## config.mk

```make
export PLATFORM = sky130hd
export DESIGN_NAME = dnn_mlp_seq_flat
export DESIGN_NICKNAME = d
export VERILOG_FILES = /design/src/rtl/dnn_pkg.sv /design/src/rtl/dnn_mlp_seq_if.sv /design/src/rtl/dnn_mac_lane.sv /design/src/rtl/dnn_mlp_seq.sv /design/src/flat_wrapper.sv
export SDC_FILE = /design/constraint.sdc
export NUM_CORES = 2
export LEC_CHECK = 0
export BUFFER_PORTS_ARGS = -buffer_cell sky130_fd_sc_hd__buf_2
export CAP_MARGIN = 25
export CORE_MARGIN = 2
export CORE_UTILIZATION = 40
export DETAILED_ROUTE_END_ITERATION = 6
export GPL_TIMING_DRIVEN = 0
export PLACE_DENSITY = 0.57
export SYNTH_ARGS = -nofsm -noshare
export SYNTH_HDL_FRONTEND = slang
export SYNTH_HIERARCHICAL = 1
export SYNTH_SLANG_ARGS = --single-unit
```

## constraint.sdc

```tcl
create_clock -name clk -period 47.9 [get_ports clk]
set_input_delay 0 -clock clk [delete_from_list [all_inputs] [get_ports clk]]
set_output_delay 0 -clock clk [all_outputs]
set_load 0.01 [all_outputs]
```

## src/rtl/dnn_pkg.sv

```systemverilog
// Shared types and helpers for the sequential two-layer MLP engine.
package dnn_pkg;

    typedef enum logic [1:0] {IDLE, L1, L2, DONE} dnn_seq_state_t;

    // Number of lane beats needed to cover n neurons with lanes lanes.
    function automatic int ceil_div(input int n, input int lanes);
        return (n + lanes - 1) / lanes;
    endfunction

    // Hidden activation: ReLU, then either clamp or wrap positive overflow.
    // Wrapping keeps the low h_w bits; a wrapped value with its top bit set
    // reads as negative and is therefore zeroed.
    function automatic logic signed [63:0] relu_sat(input logic signed [63:0] sum,
                                                    input bit sat, input int h_w);
        logic signed [63:0] max_v;
        logic signed [63:0] r;
        max_v = (64'sd1 <<< (h_w - 1)) - 64'sd1;
        if (sum < 0) begin
            r = '0;
        end else if (sum > max_v) begin
            if (sat) begin
                r = max_v;
            end else begin
                r = sum & ((64'sd1 <<< h_w) - 64'sd1);
                if (r[h_w-1]) r = '0;
            end
        end else begin
            r = sum;
        end
        return r;
    endfunction

endpackage

```

## src/rtl/dnn_mlp_seq_if.sv

```systemverilog
// Handshake and operand/result bus of the sequential MLP engine.
interface dnn_mlp_seq_if #(
    parameter int N_IN  = 4,
    parameter int N_HID = 4,
    parameter int N_OUT = 2,
    parameter int X_W   = 7,
    parameter int W_W   = 5,
    parameter int H_W   = 13
);
    localparam int O_W = H_W + W_W + $clog2(N_HID);

    logic                         in_valid;
    logic                         in_ready;
    logic [N_IN*X_W-1:0]          x;
    logic [N_IN*N_HID*W_W-1:0]    w_l1;
    logic [N_HID*N_OUT*W_W-1:0]   w_l2;
    logic                         out_valid;
    logic                         out_ready;
    logic [N_OUT*O_W-1:0]         y;
    logic [N_HID*H_W-1:0]         hid;

    modport master (output in_valid, x, w_l1, w_l2, out_ready,
                    input  in_ready, out_valid, y, hid);
    modport slave  (input  in_valid, x, w_l1, w_l2, out_ready,
                    output in_ready, out_valid, y, hid);
endinterface

```

## src/rtl/dnn_mac_lane.sv

```systemverilog
// Combinational signed dot product with a per-term enable mask.
module dnn_mac_lane #(
    parameter int N_TERM = 4,
    parameter int A_W    = 13,
    parameter int B_W    = 5,
    parameter int S_W    = 20
) (
    input  logic [N_TERM*A_W-1:0]  i_a,
    input  logic [N_TERM*B_W-1:0]  i_b,
    input  logic [N_TERM-1:0]      i_en,
    output logic signed [S_W-1:0]  o_sum
);
    logic signed [A_W-1:0] w_a;
    logic signed [B_W-1:0] w_b;
    logic signed [S_W-1:0] w_acc;

    // Sum of sign-extended products of the enabled terms.
    always_comb begin
        w_acc = '0;
        w_a   = '0;
        w_b   = '0;
        for (int t = 0; t < N_TERM; t++) begin
            w_a = $signed(i_a[t*A_W +: A_W]);
            w_b = $signed(i_b[t*B_W +: B_W]);
            if (i_en[t]) w_acc = w_acc + S_W'(w_a) * S_W'(w_b);
        end
    end

    assign o_sum = w_acc;
endmodule

```

## src/rtl/dnn_mlp_seq.sv

```systemverilog
// Two-layer MLP engine: N_LANE MAC lanes time-shared over hidden, then output neurons.
module dnn_mlp_seq
    import dnn_pkg::*;
#(
    parameter int N_IN   = 4,
    parameter int N_HID  = 4,
    parameter int N_OUT  = 2,
    parameter int N_LANE = 2,
    parameter int X_W    = 7,
    parameter int W_W    = 5,
    parameter int H_W    = 13,
    parameter int SAT    = 0
) (
    input  logic         clk,
    input  logic         rst_n,
    dnn_mlp_seq_if.slave bus
);
    localparam int O_W    = H_W + W_W + $clog2(N_HID);
    localparam int A_W    = X_W + W_W + $clog2(N_IN);
    localparam int B1     = ceil_div(N_HID, N_LANE);
    localparam int B2     = ceil_div(N_OUT, N_LANE);
    localparam int BMAX   = (B1 > B2) ? B1 : B2;
    localparam int BEAT_W = (BMAX > 1) ? $clog2(BMAX) : 1;
    localparam int N_T    = (N_IN > N_HID) ? N_IN : N_HID;
    localparam int OP_W   = (X_W > H_W) ? X_W : H_W;
    localparam int S_W    = (A_W > O_W) ? A_W : O_W;

    dnn_seq_state_t              r_state, w_state_nxt;
    logic [BEAT_W-1:0]           r_beat, w_beat_nxt;
    logic                        w_capture, w_in_ready, w_out_valid;

    logic [N_IN*X_W-1:0]         r_x;
    logic [N_IN*N_HID*W_W-1:0]   r_w1;
    logic [N_HID*N_OUT*W_W-1:0]  r_w2;
    logic [N_HID*H_W-1:0]        r_hwork, w_h_next, r_hid;
    logic [N_OUT*O_W-1:0]        r_yacc, w_y_next, r_y;
    logic signed [S_W-1:0]       w_sum [N_LANE];

    for (genvar k = 0; k < N_LANE; k++) begin : g_lane
        logic [N_T*OP_W-1:0] w_a;
        logic [N_T*W_W-1:0]  w_b;
        logic [N_T-1:0]      w_en;
        int                  w_n;

        // Route captured inputs (L1) or working hidden values (L2) to this lane.
        always_comb begin
            w_a  = '0;
            w_b  = '0;
            w_en = '0;
            w_n  = int'(r_beat) * N_LANE + k;
            if (r_state == L1 && w_n < N_HID) begin
                for (int t = 0; t < N_IN; t++) begin
                    w_a[t*OP_W +: OP_W] = OP_W'($signed(r_x[t*X_W +: X_W]));
                    w_b[t*W_W +: W_W]   = r_w1[(w_n*N_IN + t)*W_W +: W_W];
                    w_en[t]             = 1'b1;
                end
            end else if (r_state == L2 && w_n < N_OUT) begin
                for (int t = 0; t < N_HID; t++) begin
                    w_a[t*OP_W +: OP_W] = OP_W'($signed(r_hwork[t*H_W +: H_W]));
                    w_b[t*W_W +: W_W]   = r_w2[(w_n*N_HID + t)*W_W +: W_W];
                    w_en[t]             = 1'b1;
                end
            end
        end

        dnn_mac_lane #(.N_TERM(N_T), .A_W(OP_W), .B_W(W_W), .S_W(S_W)) u_lane (
            .i_a   (w_a),
            .i_b   (w_b),
            .i_en  (w_en),
            .o_sum (w_sum[k])
        );
    end

    // Merge this beat's lane results into the working hidden/output vectors.
    always_comb begin
        w_h_next = r_hwork;
        w_y_next = r_yacc;
        for (int k = 0; k < N_LANE; k++) begin
            if (int'(r_beat) * N_LANE + k < N_HID)
                w_h_next[(int'(r_beat) * N_LANE + k)*H_W +: H_W] =
                    H_W'(relu_sat(64'(w_sum[k]), SAT != 0, H_W));
            if (int'(r_beat) * N_LANE + k < N_OUT)
                w_y_next[(int'(r_beat) * N_LANE + k)*O_W +: O_W] = O_W'(w_sum[k]);
        end
    end

    // Next-state, beat counter and handshake decode.
    always_comb begin
        w_state_nxt = r_state;
        w_beat_nxt  = r_beat;
        w_capture   = 1'b0;
        w_in_ready  = 1'b0;
        w_out_valid = 1'b0;
        case (r_state)
            IDLE: begin
                w_in_ready = 1'b1;
                if (bus.in_valid) begin
                    w_capture   = 1'b1;
                    w_state_nxt = L1;
                    w_beat_nxt  = '0;
                end
            end
            L1: begin
                if (r_beat == BEAT_W'(B1 - 1)) begin
                    w_state_nxt = L2;
                    w_beat_nxt  = '0;
                end else begin
                    w_beat_nxt = r_beat + BEAT_W'(1);
                end
            end
            L2: begin
                if (r_beat == BEAT_W'(B2 - 1)) begin
                    w_state_nxt = DONE;
                    w_beat_nxt  = '0;
                end else begin
                    w_beat_nxt = r_beat + BEAT_W'(1);
                end
            end
            DONE: begin
                w_out_valid = 1'b1;
                w_in_ready  = bus.out_ready;
                if (bus.out_ready) begin
                    if (bus.in_valid) begin
                        w_capture   = 1'b1;
                        w_state_nxt = L1;
                        w_beat_nxt  = '0;
                    end else begin
                        w_state_nxt = IDLE;
                    end
                end
            end
            default: w_state_nxt = IDLE;
        endcase
    end

    // State, beat and published results; results update only on entry to DONE.
    always_ff @(posedge clk) begin
        if (!rst_n) begin
            r_state <= IDLE;
            r_beat  <= '0;
            r_hid   <= '0;
            r_y     <= '0;
        end else begin
            r_state <= w_state_nxt;
            r_beat  <= w_beat_nxt;
            if (r_state == L2 && w_state_nxt == DONE) begin
                r_hid <= r_hwork;
                r_y   <= w_y_next;
            end
        end
    end

    // Operand capture and working accumulators; contents are don't-care until written.
    always_ff @(posedge clk) begin
        if (w_capture) begin
            r_x  <= bus.x;
            r_w1 <= bus.w_l1;
            r_w2 <= bus.w_l2;
        end
        if (r_state == L1) r_hwork <= w_h_next;
        if (r_state == L2) r_yacc  <= w_y_next;
    end

    assign bus.in_ready  = w_in_ready;
    assign bus.out_valid = w_out_valid;
    assign bus.y         = r_y;
    assign bus.hid       = r_hid;
endmodule

```

## src/flat_wrapper.sv

```systemverilog
// flat-port wrapper written by rule: the top's interface ports become plain ports
module dnn_mlp_seq_flat import dnn_pkg::*;
#(
    parameter int N_IN   = 4,
    parameter int N_HID  = 4,
    parameter int N_OUT  = 2,
    parameter int N_LANE = 2,
    parameter int X_W    = 7,
    parameter int W_W    = 5,
    parameter int H_W    = 13,
    parameter int SAT    = 0
)
  (clk, rst_n, bus_in_valid, bus_x, bus_w_l1, bus_w_l2, bus_out_ready, bus_in_ready, bus_out_valid, bus_y, bus_hid);
  dnn_mlp_seq_if #(.N_IN(N_IN), .N_HID(N_HID), .N_OUT(N_OUT), .X_W(X_W), .W_W(W_W), .H_W(H_W)) bus_i ();
  input  logic clk;
  input  logic rst_n;
  input wire logic [$bits(bus_i.in_valid)-1:0] bus_in_valid;
  input wire logic [$bits(bus_i.x)-1:0] bus_x;
  input wire logic [$bits(bus_i.w_l1)-1:0] bus_w_l1;
  input wire logic [$bits(bus_i.w_l2)-1:0] bus_w_l2;
  input wire logic [$bits(bus_i.out_ready)-1:0] bus_out_ready;
  output wire logic [$bits(bus_i.in_ready)-1:0] bus_in_ready;
  output wire logic [$bits(bus_i.out_valid)-1:0] bus_out_valid;
  output wire logic [$bits(bus_i.y)-1:0] bus_y;
  output wire logic [$bits(bus_i.hid)-1:0] bus_hid;
  assign bus_i.in_valid = bus_in_valid;
  assign bus_i.x = bus_x;
  assign bus_i.w_l1 = bus_w_l1;
  assign bus_i.w_l2 = bus_w_l2;
  assign bus_i.out_ready = bus_out_ready;
  assign bus_in_ready = bus_i.in_ready;
  assign bus_out_valid = bus_i.out_valid;
  assign bus_y = bus_i.y;
  assign bus_hid = bus_i.hid;
  dnn_mlp_seq #(.N_IN(N_IN), .N_HID(N_HID), .N_OUT(N_OUT), .N_LANE(N_LANE), .X_W(X_W), .W_W(W_W), .H_W(H_W), .SAT(SAT)) u_core (.clk(clk), .rst_n(rst_n), .bus(bus_i));
endmodule
```

---- Word-level counts from Yosys, hierarchy flattened ----
Index checks and enable logic that the tools add are counted.
cells by class
  shifts and indexed selects .............. 24
  reduce and logical (&&, ||, !) cells .... 6
  $lt $le $gt $ge ......................... 8
  add/sub/neg operators ................... 18
  eq/ne operators ......................... 5
  multiply operators ...................... 20
  muxes and demuxes ....................... 52
operators with widths
  operator                                                 number
  indexed part select 80 x 32 -> 5 bit                     7
  indexed part select 40 x 32 -> 5 bit                     8
  2-to-1 mux 52 bit                                        6
  2-to-1 mux 20 bit                                        12
  multiplier 13 x 5 -> 18 bit                              8
  negation 32 -> 33 bit                                    4
  multiplier 32 x 4 -> 32 bit (second input constant)      4
  adder 20 x 18 -> 20 bit                                  6
  bitwise mux 52 bit                                       2
  variable shift 13 x 33 -> 52 bit (first input constant)  2
  indexed part select 13 x 33 -> 52 bit                    2
  bitwise mux 40 bit                                       2
  2-to-1 mux 40 bit                                        2
  variable shift 20 x 33 -> 40 bit (first input constant)  2
  indexed part select 20 x 33 -> 40 bit                    2
  indexed part select 80 x 8 -> 5 bit                      1
  2-to-1 mux 13 bit                                        6
  adder 32 x 3 -> 32 bit (second input constant)           2
  > comparator 20 x 13 -> 1 bit (second input constant)    2
  < comparator 20 x 1 -> 1 bit (second input constant)     2
  adder 32 x 2 -> 32 bit (second input constant)           1
  < comparator 32 x 3 -> 1 bit (second input constant)     1
  < comparator 32 x 4 -> 1 bit (second input constant)     1
  multiplier 32 x 4 -> 30 bit (second input constant)      1
  23 further kinds                                         47
word-level totals
  word-level logic and storage cells ...... 142
  register bits after elaboration ......... 335
  output and inout port bits .............. 94

---- Logic depth before layout (Yosys ltp) ----
  depth after elaboration ................. 22
  gate-level depth with buffers ........... 66
  gate-level depth less buffers ........... 63

---- By module ----
The synthesis kept the hierarchy.
by module, submodules not included
  module                                  seq. area each (sq um)  cells each  instances  area each (sq um)
  dnn_mlp_seq                             9108.7                  1036        1          13336.5
  dnn_mac_lane (u_core.g_lane[1].u_lane)  0.0                     1355        1          11726.2
  dnn_mac_lane (u_core.g_lane[0].u_lane)  0.0                     1320        1          11556.1

---- Least setup slack after synthesis ----
Ideal clock, no wire load.
  path kind ............................... register to register
  from .................................... reg u_core.r_state[0]
  to ...................................... reg u_core.r_hwork[49] (data pin)
  arrival time ............................ 16781 ps
  stages on the path, launching flop included .. 64
  setup slack ............................. 30987 ps
  buffers on the path ..................... 3
  library setup time ...................... 132 ps
  clock period less this slack ............ 16913 ps
  cells stage by stage .................... dfxtp_1 > inv_1 > ha_1 > buf_2 > buf_1 > nand2_1 > nor2_1 > a21oi_1 > o21ai_0 > clkinv_1 > fa_1 > fa_1 > fa_1 > inv_1 > fa_1 > a211oi_1 > o21bai_1 > a21oi_1 > [28 not listed] > a41oi_1 > mux2_2 > nand2_1 > fa_1 > inv_1 > fa_1 > inv_1 > fa_1 > ha_1 > ha_1 > or3_1 > a211oi_1 > o21ai_0 > a21oi_2 > xnor3_1 > nor3b_1 > clkbuf_1 > and2_1
RTL lines
  what                      line                RTL
  start: declaration        dnn_mlp_seq.sv:28   dnn_seq_state_t r_state, w_state_nxt;
  start signal: assignment  dnn_mlp_seq.sv:144  r_state <= w_state_nxt;
  end signal: assignment    dnn_mlp_seq.sv:160  if (r_state == L1) r_hwork <= w_h_next;
  end: declaration          dnn_mlp_seq.sv:35   logic [N_HID*H_W-1:0] r_hwork, w_h_next, r_hid;

==> flow_summary.ini <==
[outcome]
status = complete, no violations

[synth]
yosys.area.top_type = fa_1
synthFlopType = edfxtp_1
synth_edf_count = 240
yosysWarnings = 6
seq_area_frac_synth_pct = 24.9
synth-seq-cells = 335
synth_area_per_cell_sq_um = 9.87
syn_area_sq_um = 36600
yosysTopAreaCellShare_pct = 24.9
synth.area.top_cells = fa_1, edfxtp_1, ha_1, nand2_1, inv_1
synthCells = 3711
ys_types = 85
ys_async_sr_fraction_pct = 0

[cts]
cts_buffers = 41
cts_tree = built
cts_setup_buffers = 0
clk_pin_slew_ns = 0.06
cts_hold_buf = 151
clk_latency_ns = 0.62
cts_root_buffer = clkbuf_16
cts.repair.resized = 0
htree_levels = 2
cts_sinks = 335
cts_buffer_depth = 3

[finish]
stdcell_area_sq_um = 42400
diodes = 0
nNetsFinal = 5079
fillers = 8597
syn2layout_area_growth_pct = 15.8
final_cell_count_no_fill = 5369
final_layout_size_suffix_gt1_share_pct = 10.9

[routing]
wire_per_inst_um = 20.3
wirelength_um = 109000
viasPerCell = 5.09
vias = 27328
drcViolationCount = 0
drt_iter0_drc = 1992
first_pass_iters = 5
antenna_left = 0

[die]
placementRows = 110
die_x_um = 307
core_area_sq_um = 90400
die_h_um = 307
die_area_sq_um = 94000
initial_core_util_pct = 40.5
ios = 246

[setup_path]
cpPeakStageDelay_ns = 0.84
cp_data_required_time_ns = 48.34
crit_path_start_kind = flip-flop
path_common_cell = fa_1
crit_arrival_ns = 19.90
critical_path.endpoint_type = flip-flop
slowest_stage = clkbuf_1
r2r_cells = 63
crit_type = reg -> reg
worst-path-max-fanout = 10

[sta]
finalSetupViolCount = 0
finalCritPeriodShare_pct = 40.6
rsz0062_at_grt = false
hold_viol = 0
max_slew_margin_pct = 25.2
setup_tns_ns = 0
timing.final.ws_setup_ns = 28.45
maxSlewViolCount = 0
timing_worst_slew_pin_value_ns = 1.12
fin_crit_ns = 19.45
clock_skew_ns = 0.0297
clock.fmax_ghz = 0.0514

[global_routing]
antenna_found_initial = 5
gr-usage-met1_pct = 34.5
grt_max_degree = 56
grtUsageMet2_pct = 36.5
grt_pass1_vias = 28114
grt_usage_pct = 23.7
grt_pass1_wl_um = 170000
met3_usage_pct = 4.76
top_usage_layer = met2
overflow = 0

[placed_design]
dp.cells = 5141
pre_cts_ws_ns = 28.72
placed_cell_area_sq_um = 39500
gp_congestion = 0.893
hpwl_um = 88700
io_buffers = 244

[run]
drv_cap = 0

[worst_hold_path]
min_path_type = in -> reg
hold_path_depth = 4

[power]
leakage_nw = 20.2
p_per_area_nw_per_um2 = 33.5
ir_drop_mv = 0.0254
==> cell usage after synthesis, drive strengths merged, types with 4 or more instances <==
cell,instances
edfxtp,240
clkbuf,111
nor2b,11
nor4,6
a22oi,19
o211a,4
a221oi,5
a211oi,14
xnor2,83
and3,16
a22o,25
buf,30
o31ai,11
nand3,21
mux2i,108
dfxtp,95
o211ai,11
or3,13
fa,456
a32oi,4
inv,513
o21a,32
nand2,535
nand2b,102
and2,275
nand4,4
a31oi,14
nor2,114
nor3b,7
or2,11
o31a,6
a21oi,114
nor3,30
ha,309
xor2,31
nand3b,6
a21o,65
mux2,77
a21boi,5
o41ai,4
o21bai,16
o21ai,115
o2111a,4
==> per-stage QoR <==
step / power [mW] / hold WS, ns / utilization [%]
5_1_grt: 1.54 / 0.0631 / 46.9
3_3_place_gp: 1.07 / 0.178 / 43.5
4_1_cts: 1.43 / 0.00301 / 46.9
3_5_place_dp: 1.07 / 0.178 / 43.6
6_report: 1.42 / 0.0436 / 46.9
2_1_floorplan: 0.869 / 0.0989 / -
==> worst paths after layout <==
path	startpoint	to	slack [ns]
worst min-delay path	rst_n	u_core/bus.y[9]	0.04
worst min register to register	u_core/bus.hid[15]	u_core/bus.hid[15]	0.46
worst max-delay path	u_core/r_state[1]	u_core/r_hwork[20]	28.45
worst max register to register	u_core/r_state[1]	u_core/r_hwork[20]	28.45
==> worst max-delay path, delay by kind of cell (launching register included) <==
| family | cells | cell delay (ns) |
|---|---|---|
| AO/OA/AOI/OAI | 16 | 3.86 |
| XOR/XNOR | 2 | 0.68 |
| adder cells (fa/ha/maj) | 20 | 8.41 |
| buffers and inverters | 12 | 3.31 |
| flip-flops | 1 | 0.37 |
| multiplexers | 2 | 0.38 |
| AND/OR/NAND/NOR | 11 | 2.28 |
==> layer usage <==
layer  vias up  routed length (um)
met5         -                   0
met4         0                1980
met3        79                8250
met2       825               47600
met1     13396               51200
li1      13028                   -
==> flip-flops by register name, indices dropped and copies added, names as in the netlist <==
name and count:
u_core/r_w1 80, u_core/bus.hid 52, u_core/r_hwork 52, u_core/bus.y 40
u_core/r_w2 40, u_core/r_yacc 40, u_core/r_x 28, u_core/r_state 2
u_core/r_beat 1
==> power breakdown <==
part | internal, mW | switching [mW] | leakage, nW | total (mW)
clock network | 0.199 | 0.133 | 0.683 | 0.332
registers | 0.341 | 0.0112 | 3.04 | 0.353
logic | 0.283 | 0.452 | 16.5 | 0.735
==> cell families (layout without fill, tap and decap cells) <==
family / count (synthesis) / in the layout / synth area share (%)
xor+xnor: 116 / 116 / 2.85
flops: 335 / 335 / 24.9
buf+inv: 656 / 1135 / 6.95
compound gates: 496 / 496 / 9.18
other cells: 1 / 4 / 0.0102
simple gates: 1157 / 1157 / 15.3
fa+ha+maj: 765 / 765 / 35.5
mux: 185 / 185 / 5.32
==> cell usage in the layout (no fill, tap or decap), types with 114 or more instances in the layout <==
cell,count
inv_1,513
clkbuf_1,119
buf_2,259
nor2_1,114
dlygate4sd3_1,151
ha_1,308
and2_1,269
edfxtp_1,240
nand2_1,535
fa_1,456
==> cell type report <==
class | instances | area, sq um | area share (%)
Multi-Input combinational cell | 2723 | 25000 | 58.9
Sequential cell | 335 | 9110 | 21.5
Timing Repair Buffer | 405 | 2890 | 6.80
Inverter | 515 | 1930 | 4.56
Tap cell | 1176 | 1470 | 3.47
Clock buffer | 56 | 1170 | 2.77
Buffer | 141 | 614 | 1.45
Clock inverter | 18 | 231 | 0.546
Power figures use the tool's default switching activity.
